===== src/rtl/overlay_cfg_sched.sv =====
// Frame-synchronous configuration scheduler: two requesters share a round-robin
// write port into a shadow bank, which is copied to the live outputs at frame start.
module overlay_cfg_sched #(
  parameter logic [7:0] DEF_SQ_LEN = 8'd50,
  parameter logic [1:0] DEF_SPEED  = 2'd1,
  parameter logic [9:0] DEF_LUMA   = 10'h3FC,
  parameter logic [9:0] DEF_CB     = 10'h0B0,
  parameter logic [9:0] DEF_CR     = 10'h21F
) (
  input  logic        clk_i,
  input  logic        rst_i,
  input  logic        cen_i,
  input  logic [3:0]  fvht_i,
  input  logic        lock_i,
  input  logic        a_req_i,
  input  logic [2:0]  a_addr_i,
  input  logic [9:0]  a_data_i,
  output logic        a_ack_o,
  input  logic        b_req_i,
  input  logic [2:0]  b_addr_i,
  input  logic [9:0]  b_data_i,
  output logic        b_ack_o,
  output logic        err_o,
  output logic        dirty_o,
  output logic        commit_o,
  output logic [7:0]  sq_len_1_o,
  output logic [7:0]  sq_len_2_o,
  output logic [1:0]  speed_1_o,
  output logic [1:0]  speed_2_o,
  output logic        vid_sel_o,
  output logic [29:0] colour_1_o
);

  typedef enum logic {IDLE, ACK} state_t;

  state_t      state, state_nxt;
  logic        last_b, last_b_nxt;
  logic        win_b, win_b_nxt;
  logic        win_err, win_err_nxt;
  logic        grant;
  logic [2:0]  g_addr;
  logic [9:0]  g_data;
  logic        wr_en;

  logic        v_d;
  logic        dirty;
  logic        commit_q;
  logic        frame_edge;
  logic        do_commit;

  logic [7:0]  sh_len_1, sh_len_2;
  logic [1:0]  sh_spd_1, sh_spd_2;
  logic        sh_sel;
  logic [9:0]  sh_luma, sh_cb;

  logic [7:0]  lv_len_1, lv_len_2;
  logic [1:0]  lv_spd_1, lv_spd_2;
  logic        lv_sel;
  logic [9:0]  lv_luma, lv_cb;

  logic        unused_fvht;
  assign unused_fvht = ^{fvht_i[3], fvht_i[1:0]};

  // Arbiter: on a simultaneous request the side not granted last time wins.
  always_comb begin
    state_nxt   = state;
    last_b_nxt  = last_b;
    win_b_nxt   = win_b;
    win_err_nxt = win_err;
    grant       = 1'b0;
    g_addr      = 3'd0;
    g_data      = 10'd0;
    case (state)
      IDLE: begin
        if (a_req_i || b_req_i) begin
          grant       = 1'b1;
          win_b_nxt   = (a_req_i && b_req_i) ? ~last_b : b_req_i;
          last_b_nxt  = win_b_nxt;
          g_addr      = win_b_nxt ? b_addr_i : a_addr_i;
          g_data      = win_b_nxt ? b_data_i : a_data_i;
          win_err_nxt = (g_addr == 3'd7);
          state_nxt   = ACK;
        end
      end
      ACK: state_nxt = IDLE;
      default: state_nxt = IDLE;
    endcase
  end

  assign wr_en      = cen_i & grant & (g_addr != 3'd7);
  assign frame_edge = cen_i & fvht_i[2] & ~v_d;
  assign do_commit  = frame_edge & dirty & ~lock_i;

  always_ff @(posedge clk_i or posedge rst_i) begin
    if (rst_i) begin
      state    <= IDLE;
      last_b   <= 1'b1;
      win_b    <= 1'b0;
      win_err  <= 1'b0;
      v_d      <= 1'b0;
      dirty    <= 1'b0;
      commit_q <= 1'b0;
    end else if (cen_i) begin
      state    <= state_nxt;
      last_b   <= last_b_nxt;
      win_b    <= win_b_nxt;
      win_err  <= win_err_nxt;
      v_d      <= fvht_i[2];
      commit_q <= do_commit;
      // A write on the commit edge keeps dirty set so it lands next frame.
      if (wr_en)
        dirty <= 1'b1;
      else if (do_commit)
        dirty <= 1'b0;
    end
  end

  // Zero lengths and speeds are meaningless to the renderer, so they map to defaults.
  always_ff @(posedge clk_i or posedge rst_i) begin
    if (rst_i) begin
      sh_len_1 <= DEF_SQ_LEN;
      sh_len_2 <= DEF_SQ_LEN;
      sh_spd_1 <= DEF_SPEED;
      sh_spd_2 <= DEF_SPEED;
      sh_sel   <= 1'b0;
      sh_luma  <= DEF_LUMA;
      sh_cb    <= DEF_CB;
    end else if (wr_en) begin
      case (g_addr)
        3'd0: sh_len_1 <= (g_data[7:0] == 8'd0) ? DEF_SQ_LEN : g_data[7:0];
        3'd1: sh_len_2 <= (g_data[7:0] == 8'd0) ? DEF_SQ_LEN : g_data[7:0];
        3'd2: sh_spd_1 <= (g_data[1:0] == 2'd0) ? DEF_SPEED : g_data[1:0];
        3'd3: sh_spd_2 <= (g_data[1:0] == 2'd0) ? DEF_SPEED : g_data[1:0];
        3'd4: sh_sel   <= g_data[0];
        3'd5: sh_luma  <= g_data;
        3'd6: sh_cb    <= g_data;
        default: ;
      endcase
    end
  end

  always_ff @(posedge clk_i or posedge rst_i) begin
    if (rst_i) begin
      lv_len_1 <= DEF_SQ_LEN;
      lv_len_2 <= DEF_SQ_LEN;
      lv_spd_1 <= DEF_SPEED;
      lv_spd_2 <= DEF_SPEED;
      lv_sel   <= 1'b0;
      lv_luma  <= DEF_LUMA;
      lv_cb    <= DEF_CB;
    end else if (do_commit) begin
      lv_len_1 <= sh_len_1;
      lv_len_2 <= sh_len_2;
      lv_spd_1 <= sh_spd_1;
      lv_spd_2 <= sh_spd_2;
      lv_sel   <= sh_sel;
      lv_luma  <= sh_luma;
      lv_cb    <= sh_cb;
    end
  end

  assign a_ack_o    = (state == ACK) & ~win_b;
  assign b_ack_o    = (state == ACK) & win_b;
  assign err_o      = (state == ACK) & win_err;
  assign dirty_o    = dirty;
  assign commit_o   = commit_q;
  assign sq_len_1_o = lv_len_1;
  assign sq_len_2_o = lv_len_2;
  assign speed_1_o  = lv_spd_1;
  assign speed_2_o  = lv_spd_2;
  assign vid_sel_o  = lv_sel;
  assign colour_1_o = {lv_luma, lv_cb, DEF_CR};

endmodule


===== config.mk =====
export PLATFORM = sky130hd
export DESIGN_NAME = overlay_cfg_sched
export DESIGN_NICKNAME = d
export VERILOG_FILES = /design/src/rtl/overlay_cfg_sched.sv
export SDC_FILE = /design/constraint.sdc
export NUM_CORES = 1
export LEC_CHECK = 0
export BUFFER_PORTS_ARGS = -buffer_cell sky130_fd_sc_hd__buf_2
export CORE_UTILIZATION = 48
export DETAILED_ROUTE_END_ITERATION = 7
export PLACE_DENSITY = 0.83
export SLEW_MARGIN = 20
export SYNTH_ARGS = -nofsm -noshare
export SYNTH_HDL_FRONTEND = slang
export SYNTH_SLANG_ARGS = --single-unit

===== constraint.sdc =====
create_clock -name clk_i -period 2.55 [get_ports clk_i]
set_input_delay 0.1275 -clock clk_i [delete_from_list [all_inputs] [get_ports clk_i]]
set_output_delay 0.1275 -clock clk_i [all_outputs]
set_load 0.02 [all_outputs]

; ---- Word-level counts from Yosys, hierarchy flattened
; Index checks and enable logic that the tools add are counted.
[classes]
n_eq_ne = 8
n_mux = 14
n_bitwise = 14
reduce_logical = 15
[ops]
columns = op, count
row1 = $mux 10, 3
row2 = $reduce_and 2->1, 8
row3 = $eq 3x3->1 const B, 4
row4 = $and 1x1->1, 9
row5 = $mux 3, 3
row6 = $logic_not 8->1, 1
row7 = $mux 8, 1
row8 = $eq 3x2->1 const B, 2
row9 = $mux 1, 5
row10 = $not 1->1, 5
row11 = $eq 3x1->1 const B, 1
row12 = $logic_not 3->1, 1
row13 = $ne 3x3->1 const B, 1
row14 = $reduce_and 3->1, 1
row15 = $logic_not 2->1, 1
row16 = $mux 2, 1
row17 = $pmux 1 s2, 1
row18 = $reduce_bool 2->1, 1
row19 = $logic_and 1x1->1, 1
row20 = $logic_or 1x1->1, 1
[totals]
register_bits = 89
inputBits = 36
out_inout_bits = 56

; ---- Longest topological paths before layout
; Gate-level depths: netlist of run 1.
[depth]
ltp_word = 9
mapped_depth = 7
ltp_nobuf = 5

; ---- Worst setup path before layout of run 1
; OpenSTA, ideal clock, no wires.
[synth_path]
kind = flip-flop to flip-flop
startpoint = reg last_b
endpoint = reg sh_len_2[0]
setup_time_ps = 125
arrival_ps = 2001
required_time_ps = 2425
setup_slack_ps = 424
stages_incl_launch_ff = 6
path_cell_list = dfstp_2 a21boi_4 mux2_2 or4b_4 buf_6 mux2_4
[synth_via]
elab_chain_len = 8
elab_cells_between_ends = 14
classes_between = eq/ne (2) / mux (8) / bitwise (2) / reduce/logical (2)
[synth_lines]
columns = item, line
row1 = "start, declared", 37  ; logic last_b, last_b_nxt;
row2 = "start signal, assigned", 105  ; last_b <= last_b_nxt;
row3 = $not 1->1 (*), 77  ; win_b_nxt = (a_req_i && b_req_i) ? ~last_b : b_req_i;
row4 = $mux 1 (*), 77
row5 = $mux 3, 79  ; g_addr = win_b_nxt ? b_addr_i : a_addr_i;
row6 = $mux 3, 75  ; if (a_req_i || b_req_i) begin
row7 = $mux 3, 73  ; case (state)
row8 = $ne 3x3->1, 90  ; assign wr_en = cen_i & grant & (g_addr != 3'd7);
row9 = $and 1x1->1, 90
row10 = $reduce_and 2->1 (no line), -
row11 = "end signal, assigned", 131  ; 3'd1: sh_len_2 <= (g_data[7:0] == 8'd0) ? DEF_SQ_LEN : g_data[7:0];
row12 = "end, declared", 51  ; logic [7:0] sh_len_1, sh_len_2;
; Mark *: on every way between the ends. The rest lies on a longest branch, timed or not.
; A chain may end at the register's enable or synchronous reset.

; ---- Worst setup path in the final report of run 1
[layout_path]
startpoint = reg last_b
endpoint = reg sh_len_2[2]
; The elaborated chain is that of the path after synthesis.

==> flow_metrics.env, run 1 <==
export IMPL_synth_area_per_cell_um2=14.06
export IMPL_cts_made_buffers=9
export IMPL_yosysTopAreaCell="dfrtp_1"
export IMPL_min_path_type="input pin to flop"
export IMPL_die_height_um=91.92
export IMPL_synthArstFlopShare_pct=100.0
export IMPL_timing_fmax_ghz=0.4489
export IMPL_synth_ff_latch_count=89
export IMPL_cts_sinks=89
export IMPL_critPathLaunchType="flop"
export IMPL_vias_per_cell=5.285
export IMPL_coreArea_um2=7767
export IMPL_syn_area_um2=3881
export IMPL_maxCapViolCount=0
export IMPL_synth_ff_type="dfrtp_1"
export IMPL_finalPower_mw=4.867
export IMPL_wirelength_um=7738
export IMPL_ant_nets=0
export IMPL_syn_to_final_growth_pct=19.47
export IMPL_drv_slew=0
export IMPL_yosys_warnings=0
export IMPL_clkSlewWorstSetupHoldPaths_ps=80
export IMPL_finalNonFillerCells=470
export IMPL_path_max_fanout=11
export IMPL_end_kind="flop"
export IMPL_vdd_ir_drop_max_mv=0.4396
export IMPL_grt_setup_unrepaired="no"
export IMPL_die_width_um=91.92
export IMPL_nets=399
export IMPL_ys_top_cells_by_area="dfrtp_1 32%, dfstp_2 26%, mux2_2 21%"
export IMPL_vias=2484
export IMPL_root_buffer="clkbuf_8"
export IMPL_dr_pass1_iters=4
export IMPL_fin_crit_ps=2228
export IMPL_antenna_found_initial=0
export IMPL_hold_slack_ps=26.44
export IMPL_grt_pass1_vias=2495
export IMPL_worstMarginPinSlew_ps=703.9
export IMPL_cellLeakagePower_nw=2.262
export IMPL_rows=32
export IMPL_dpl_hpwl_um=5530
export IMPL_cts_path_max_buffers=2
export IMPL_synth_top_area_share_pct=32.24
export IMPL_fin_tns_setup_ps=0
export IMPL_syn_inst=276
export IMPL_grt_ovfl_total=0
export IMPL_start_util_pct=49.97
export IMPL_final_hold_viol_count=0
export IMPL_dp_cells=453
export IMPL_synth_commonest_cells="74 x mux2_2, 50 x dfrtp_1, 39 x dfstp_2"
export IMPL_port_buffers=78
export IMPL_grt_max_degree=49
export IMPL_drtIter0Drc=109
export IMPL_cts_setup_buffers=0
export IMPL_power_density_nw_per_um2=1050
export IMPL_fin_crit_sh_pct=87.35
export IMPL_cp_arrival_ps=2470
export IMPL_synth_most_common_cell="mux2_2"
export IMPL_wl_per_cell_um=16.46
export IMPL_gp_congestion=0.8408
export IMPL_clkLatencyLatePin_ps=360
export IMPL_grt_pass1_wl_um=12300
export IMPL_io_pin_count=92
export IMPL_htree_levels=3
export IMPL_cts_tree="yes"
export IMPL_setup_viol=0
export IMPL_drc=0
export IMPL_yosysSeqAreaShare_pct=58.64
export IMPL_required_ps=2790
export IMPL_final_util_pct=59.70
export IMPL_final_layout_size_suffix_gt1_share_pct=62.50
export IMPL_skew_ps=10.97
export IMPL_relSlewSlack_pct=53.02
export IMPL_status="finished, final reports clean"
export IMPL_fillers=636
export IMPL_crit_type="flop to flop"
export IMPL_ys_types=37
export IMPL_die_area_um2=8449
export IMPL_n_antenna_cell=0
export IMPL_track_usage_pct=19.51
export IMPL_cts_resized=0
export IMPL_synth_edf_count=0
## stage by stage
stage,area (um2),setup WS [ps]
after CTS,4637,325.3
after detailed placement,4382,339.2
final,4637,322.5
after global routing,4637,243.6
after floorplan,3911,180.1
after global placement,4382,371.0
## routing by layer
layer / vias to the layer above / global-route usage, % / wire length (um) / share of wire [%]
met5: - / 0 / 0 / 0
met4: 0 / 10.81 / 233 / 3.0
met3: 20 / 3.151 / 354 / 4.6
met2: 90 / 30.22 / 3675 / 47
met1: 1236 / 26.27 / 3474 / 45
li1: 1138 / - / - / -
## path summary, 6_finish.rpt
| check | startpoint | to | slack, ps | depth (start not counted) |
|---|---|---|---|---|
| min reg2reg | commit_o$_DFFE_PP0P_ | commit_o$_DFFE_PP0P_ | 490 | 1 |
| min in group asynchronous | rst_i | sq_len_1_o[6]$_DFFE_PP0N_ | 410 | 3 |
| max reg2reg | last_b$_DFFE_PP1P_ | sh_len_2[2]$_DFFE_PP0P_ | 320 | 4 |
| max | last_b$_DFFE_PP1P_ | sh_len_2[2]$_DFFE_PP0P_ | 320 | 4 |
| max in group asynchronous | rst_i | lv_cb[7]$_DFFE_PP1N_ | 1380 | 4 |
| min | cen_i | state$_DFFE_PP0P_ | 30 | 2 |
## state kept, by name, indices dropped and copies added (netlist names), 2 cells and up
| register | flops |
|---|---|
| lv_luma | 10 |
| speed_1_o | 2 |
| sh_len_1 | 8 |
| sq_len_2_o | 8 |
| sh_len_2 | 8 |
| speed_2_o | 2 |
| sh_luma | 10 |
| sq_len_1_o | 8 |
| sh_spd_2 | 2 |
| lv_cb | 10 |
| sh_spd_1 | 2 |
| sh_cb | 10 |
## power breakdown
| group | switching [mW] | internal, mW |
|---|---|---|
| logic | 0.755 | 0.633 |
| clock network | 0.474 | 0.678 |
| registers | 0.253 | 2.07 |
| total | 1.48 | 3.39 |
## critical path, cell delays in order (launching register included)
cell and delay [ps]:
dfstp_2 400, a21boi_4 330, mux2_2 420, or4b_4 630
mux2_4 330
## cells by family after synthesis
group | share of synthesized area, %
flops | 58.64
mux | 24.05
simple gates | 7.221
compound gates | 5.642
buf+inv | 4.255
other cells | 0.1935
## repair_timing
| action | 4_1_cts | 5_1_grt |
|---|---|---|
| hold buffers | 1 | 0 |
| endpoints found under the setup margin | 0 | 0 |
| hold endpoints to repair | 24 | 0 |
## cells in the final DEF, fill, tap and decap left out, types with 7 or more instances in the layout
cell type and instances:
buf_2 78, buf_4 9, clkbuf_8 10, conb_1 10, dfrtp_1 50, dfstp_2 39, mux2_2 74, nand2b_1 10
nor2_1 12, nor2b_1 7
## layout make-up
type | count | area [um2] | area share, %
flip-flops and latches | 89 | 2276 | 49.08
repair buffers | 89 | 488.0 | 10.52
inverters | 6 | 23.77 | 0.5127
clock inverters | 5 | 103.9 | 2.240
well taps | 102 | 127.6 | 2.752
multi-input cells | 168 | 1476 | 31.84
clock buffers | 11 | 141.4 | 3.049
Power figures use the tool's default switching activity.
==> run 2: changes to the inputs <==
REMOVE_ABC_BUFFERS = 1   (was not set)
==> run 2 against run 1 <==
  * Combinational power about the same
  * Clock power is 3% lower
  * Global-route usage rose by 0.89 points
  * Die area did not move
  * Via count fell by 0.36%
  * Design area down 0.57%
  * Sequential share of layout area is 0.28 points higher
  * Clock-buffer cell count increased by 1
==> flow_metrics.env, run 2 (synthesis gave the netlist of run 1 again) <==
export IMPL_grt_max_degree=47
export IMPL_relSlewSlack_pct=42.83
export IMPL_maxCapViolCount=0
export IMPL_reg2reg_depth=4
export IMPL_final_cell_mix="78 x buf_2, 74 x mux2_2, 50 x dfrtp_1"
export IMPL_final_area_um2=4611
export IMPL_die_width_um=91.92
export IMPL_drv_slew=0
export IMPL_path_max_fanout=11
export IMPL_wirelength_um=7826
export IMPL_track_usage_pct=20.40
export IMPL_fin_tns_setup_ps=0
export IMPL_grt_pass1_wl_um=12920
export IMPL_cp_arrival_ps=2500
export IMPL_final_layout_size_suffix_gt1_share_pct=62.67
export IMPL_die_height_um=91.92
export IMPL_rows=32
export IMPL_critPathLaunchType="flop"
export IMPL_fin_crit_ps=2261
export IMPL_drc=0
export IMPL_grt_setup_unrepaired="no"
export IMPL_cts_resized=0
export IMPL_cts_path_max_buffers=2
export IMPL_setup_viol=0
export IMPL_layout_setup_ws_ps=288.6
export IMPL_cts_hold_buffers=1
export IMPL_vias_per_cell=5.277
export IMPL_start_util_pct=49.97
export IMPL_status="finished, final reports clean"
export IMPL_timing_fmax_ghz=0.4422
export IMPL_cts_sinks=89
export IMPL_final_hold_viol_count=0
export IMPL_nets=398
export IMPL_htree_levels=3
export IMPL_hold_slack_ps=32.58
export IMPL_clkSlewWorstSetupHoldPaths_ps=80
export IMPL_ff2ff_setup_slack_ps=290
export IMPL_root_buffer="clkbuf_8"
export IMPL_coreArea_um2=7767
export IMPL_final_util_pct=59.36
export IMPL_cts_tree="yes"
export IMPL_timing_rr_start="last_b$_DFFE_PP1P_"
export IMPL_antenna_found_initial=0
export IMPL_wl_per_cell_um=16.69
export IMPL_fin_crit_sh_pct=88.68
export IMPL_port_buffers=78
export IMPL_drtIter0Drc=81
export IMPL_final_common_cell="buf_2"
export IMPL_grt_pass1_vias=2487
export IMPL_dr_pass1_iters=4
export IMPL_dpl_worst_slack_ps=300.7
export IMPL_gp_congestion=0.7799
export IMPL_finalPower_mw=4.807
export IMPL_min_path_type="input pin to flop"
export IMPL_cts_made_buffers=9
export IMPL_vias=2475
export IMPL_cellLeakagePower_nw=2.250
export IMPL_worstMarginPinSlew_ps=854.8
export IMPL_r2r_end="sh_len_2[3]$_DFFE_PP0P_"
export IMPL_finalNonFillerCells=469
export IMPL_hold_depth=2
export IMPL_io_pin_count=92
export IMPL_dpl_hpwl_um=5565
export IMPL_ant_nets=0
export IMPL_end_kind="flop"
export IMPL_required_ps=2780
export IMPL_hold_end="state$_DFFE_PP0P_"
export IMPL_fillers=640
export IMPL_syn_to_final_growth_pct=18.79
export IMPL_min_from="cen_i"
export IMPL_clkLatencyLatePin_ps=350
export IMPL_dpl_cell_area_um2=4362
export IMPL_vdd_ir_drop_max_mv=0.4168
export IMPL_cts_setup_buffers=0
export IMPL_crit_type="flop to flop"
export IMPL_dp_cells=452
export IMPL_die_area_um2=8449
export IMPL_grt_ovfl_total=0
export IMPL_skew_ps=6.963
export IMPL_n_antenna_cell=0
export IMPL_power_density_nw_per_um2=1043
## run 2: cell types whose count changed in the layout (fill, tap and decap cells not counted), sizes merged
cell,before,now
buf,88,87
bufinv,3,2
clkbuf,11,12
## run 2: where the power goes
part           internal (mW)  switching [mW]
registers               2.07           0.258
clock network          0.632           0.473
logic                  0.627           0.743
total                   3.33            1.47
## run 2: critical path, stage by stage (launching register included)
cell and delay (ps):
dfstp_2 400, a21boi_4 330, mux2_2 430, or4b_4 650, mux2_4 330
## run 2: worst max path at each step
stage	startpoint	endpoint	slack (ps)	cells after the start
after floorplan	dirty_o$_DFFE_PP0P_	lv_cb[4]$_DFFE_PP1N_	-2780	3
after global placement	last_b$_DFFE_PP1P_	sh_len_2[6]$_DFFE_PP0P_	340	4
after detailed placement	last_b$_DFFE_PP1P_	sh_len_2[6]$_DFFE_PP0P_	300	4
after CTS	last_b$_DFFE_PP1P_	sh_len_2[3]$_DFFE_PP0P_	290	4
after global routing	last_b$_DFFE_PP1P_	sh_len_2[3]$_DFFE_PP0P_	210	4
final	last_b$_DFFE_PP1P_	sh_len_2[3]$_DFFE_PP0P_	290	4
## run 2: area by class of cell
type | instances | area [um2] | area share (%)
Tap cell | 102 | 127.6 | 2.768
Inverter | 6 | 23.77 | 0.5156
Clock buffer | 12 | 165.2 | 3.582
Clock inverter | 4 | 73.82 | 1.601
Timing Repair Buffer | 88 | 467.9 | 10.15
Multi-Input combinational cell | 168 | 1476 | 32.02
Sequential cell | 89 | 2276 | 49.36
## run 2: metal layers
metal | global-route usage [%] | share of wire (%)
met4 | 7.292 | 1.4
met2 | 31.47 | 48
met5 | 0 | 0
met1 | 27.81 | 45
met3 | 5.473 | 5.6
==> run 3: changes to the inputs <==
ABC_AREA = 1   (was not set)
==> run 3 against run 2 <==
  * Hold slack better by 3.0 ps
  * First-iteration DRC count is 110% higher
  * Critical path type unchanged
  * Register-to-register slack better by 370 ps
  * Area after synthesis rose by 1.0%
  * Fmax up 19%
  * Cell count is 36% higher
==> flow_metrics.env, run 3 <==
export IMPL_yosysTopAreaCell="dfrtp_1"
export IMPL_cp_top_family="simple AND/OR/NAND/NOR gates"
export IMPL_grt_pass1_vias=2975
export IMPL_root_buffer="clkbuf_8"
export IMPL_cts_tree="yes"
export IMPL_dr_pass1_iters=4
export IMPL_syn_to_final_growth_pct=16.34
export IMPL_fin_crit_ps=1894
export IMPL_port_buffers=78
export IMPL_synth_edf_count=0
export IMPL_relSlewSlack_pct=61.24
export IMPL_fin_tns_setup_ps=0
export IMPL_dpl_hpwl_um=5506
export IMPL_crit_top_cell="nand2_1"
export IMPL_end_kind="flop"
export IMPL_die_height_um=92.37
export IMPL_hold_slack_ps=35.57
export IMPL_syn_area_um2=3920
export IMPL_required_ps=2820
export IMPL_vdd_ir_drop_max_mv=0.3883
export IMPL_cts_made_buffers=9
export IMPL_synth_most_common_cell="nand2_1"
export IMPL_io_pin_count=92
export IMPL_critPathLaunchType="flop"
export IMPL_timing_fmax_ghz=0.5280
export IMPL_final_area_um2=4561
export IMPL_ys_top_cells_by_area="dfrtp_1 32%, dfstp_2 26%, nand2_1 16%"
export IMPL_yosys_warnings=0
export IMPL_skew_ps=11.36
export IMPL_drc=0
export IMPL_synth_area_per_cell_um2=8.597
export IMPL_final_cell_mix="164 x nand2_1, 78 x buf_2, 56 x inv_1"
export IMPL_track_usage_pct=20.27
export IMPL_finalPower_mw=4.740
export IMPL_cellLeakagePower_nw=2.491
export IMPL_clkSlewWorstSetupHoldPaths_ps=90
export IMPL_antenna_found_initial=0
export IMPL_vias=3026
export IMPL_final_hold_viol_count=0
export IMPL_cp_slowest_cell="dfstp_2"
export IMPL_wirelength_um=7811
export IMPL_path_max_fanout=20
export IMPL_synth_ff_latch_count=89
export IMPL_setup_viol=0
export IMPL_ant_nets=0
export IMPL_yosysSeqAreaShare_pct=58.06
export IMPL_htree_levels=3
export IMPL_rows=32
export IMPL_crit_buf_inv=2
export IMPL_grt_max_degree=90
export IMPL_final_layout_size_suffix_gt1_share_pct=29.98
export IMPL_cts_path_max_buffers=2
export IMPL_vias_per_cell=4.736
export IMPL_wl_per_cell_um=12.22
export IMPL_synth_top_area_share_pct=31.92
export IMPL_grt_pass1_wl_um=13450
export IMPL_final_common_cell="nand2_1"
export IMPL_die_width_um=92.37
export IMPL_dpl_cell_area_um2=4352
export IMPL_grt_setup_unrepaired="no"
export IMPL_grt_ovfl_total=0
export IMPL_status="finished, final reports clean"
export IMPL_ys_types=25
export IMPL_maxCapViolCount=0
export IMPL_coreArea_um2=7807
export IMPL_fin_crit_sh_pct=74.27
export IMPL_cpPeakStageDelay_ps=560
export IMPL_crit_chain="nand2_4 -> nand2_4 -> inv_4 -> nand2_1 -> nand2_1 -> nand2_1 -> nand3_1 -> nor2_1 -> buf_4 -> nand2_1 -> o21ai_0"
export IMPL_die_area_um2=8532
export IMPL_min_path_type="input pin to flop"
export IMPL_worstMarginPinSlew_ps=580.8
export IMPL_drv_slew=0
export IMPL_nets=568
export IMPL_power_density_nw_per_um2=1039
export IMPL_n_antenna_cell=0
export IMPL_drtIter0Drc=168
export IMPL_synth_ff_type="dfrtp_1"
export IMPL_cp_arrival_ps=2160
export IMPL_start_util_pct=50.21
export IMPL_synth_commonest_cells="164 x nand2_1, 57 x inv_1, 52 x o21ai_0"
export IMPL_cts_sinks=89
export IMPL_syn_inst=456
export IMPL_synthArstFlopShare_pct=100.0
export IMPL_gp_congestion=0.8435
export IMPL_clkLatencyLatePin_ps=360
export IMPL_cts_setup_buffers=0
export IMPL_crit_type="flop to flop"
==> run 3: cell types whose count changed after synthesis, sizes merged, moves of 5 or more <==
cell	change
o21ai	+61
a32oi	-5
nand3	+17
nor2b	-7
inv	+55
mux2	-80
nand2	+164
nand2b	-10
nor2	+5
==> run 3: metrics by stage <==
stage / instances / util, % / setup slack, ps
detailed placement: 621 / 55.74 / 663.0
floorplan: 436 / - / -978.2
global route: 639 / 58.41 / 469.2
global placement: 621 / 55.74 / 744.1
CTS: 639 / 58.41 / 648.9
finish: 639 / 58.41 / 656.2
==> run 3: path summary, 6_finish.rpt <==
path	startpoint	to	slack [ps]	depth (start not counted)
worst max-delay path	last_b$_DFFE_PP1P_	sh_luma[3]$_DFFE_PP1P_	660	11
worst min-delay path	fvht_i[2]	v_d$_DFFE_PP0P_	40	3
worst max register to register	last_b$_DFFE_PP1P_	sh_luma[3]$_DFFE_PP1P_	660	11
worst min register to register	sq_len_1_o[4]$_DFFE_PP1N_	sq_len_1_o[4]$_DFFE_PP1N_	470	2
max in group asynchronous	rst_i	sh_luma[7]$_DFFE_PP1P_	1750	4
min in group asynchronous	rst_i	sq_len_1_o[6]$_DFFE_PP0N_	370	4
==> run 3: worst reg2reg max path, cell delays in order, from the launching register on <==
cell,delay [ps]
dfstp_2,560
nand2_4,100
nand2_4,190
inv_4,70
nand2_1,70
nand2_1,80
nand2_1,90
nand3_1,120
nor2_1,120
buf_4,230
nand2_1,80
o21ai_0,100
==> run 3: power breakdown <==
| part | switching (mW) | internal, mW | total [mW] |
|---|---|---|---|
| clock network | 0.502 | 0.411 | 0.913 |
| registers | 0.242 | 2.14 | 2.39 |
| logic | 0.957 | 0.485 | 1.44 |
==> run 3: cells by family after synthesis <==
| logic type | share of synthesized area [%] |
|---|---|
| compound gates | 9.320 |
| flops | 58.06 |
| simple gates | 22.09 |
| other cells | 0.1916 |
| buf+inv | 10.34 |
==> run 3: layer usage <==
metal / up-vias / track usage (%) / wire [um]
met5: - / 0 / 0
met4: 0 / 7.031 / 121
met3: 8 / 4.187 / 308
met2: 70 / 33.89 / 3802
met1: 1417 / 26.22 / 3579
li1: 1531 / - / -
==> run 3: timing repair <==
item	4_1_cts	5_1_grt
endpoints found under the setup margin	0	0
endpoints found under the hold margin	52	0
resized for setup	0	0
hold buffers	2	0
==> run 3: final cells by class <==
type                    count  area, um2
repair buffers             85      460.4
clock buffers              11      151.4
flip-flops and latches     89       2276
multi-input cells         286       1275
well taps                 102      127.6
inverters                  61      232.7
fillers                   725       3247
clock inverters             5      37.54
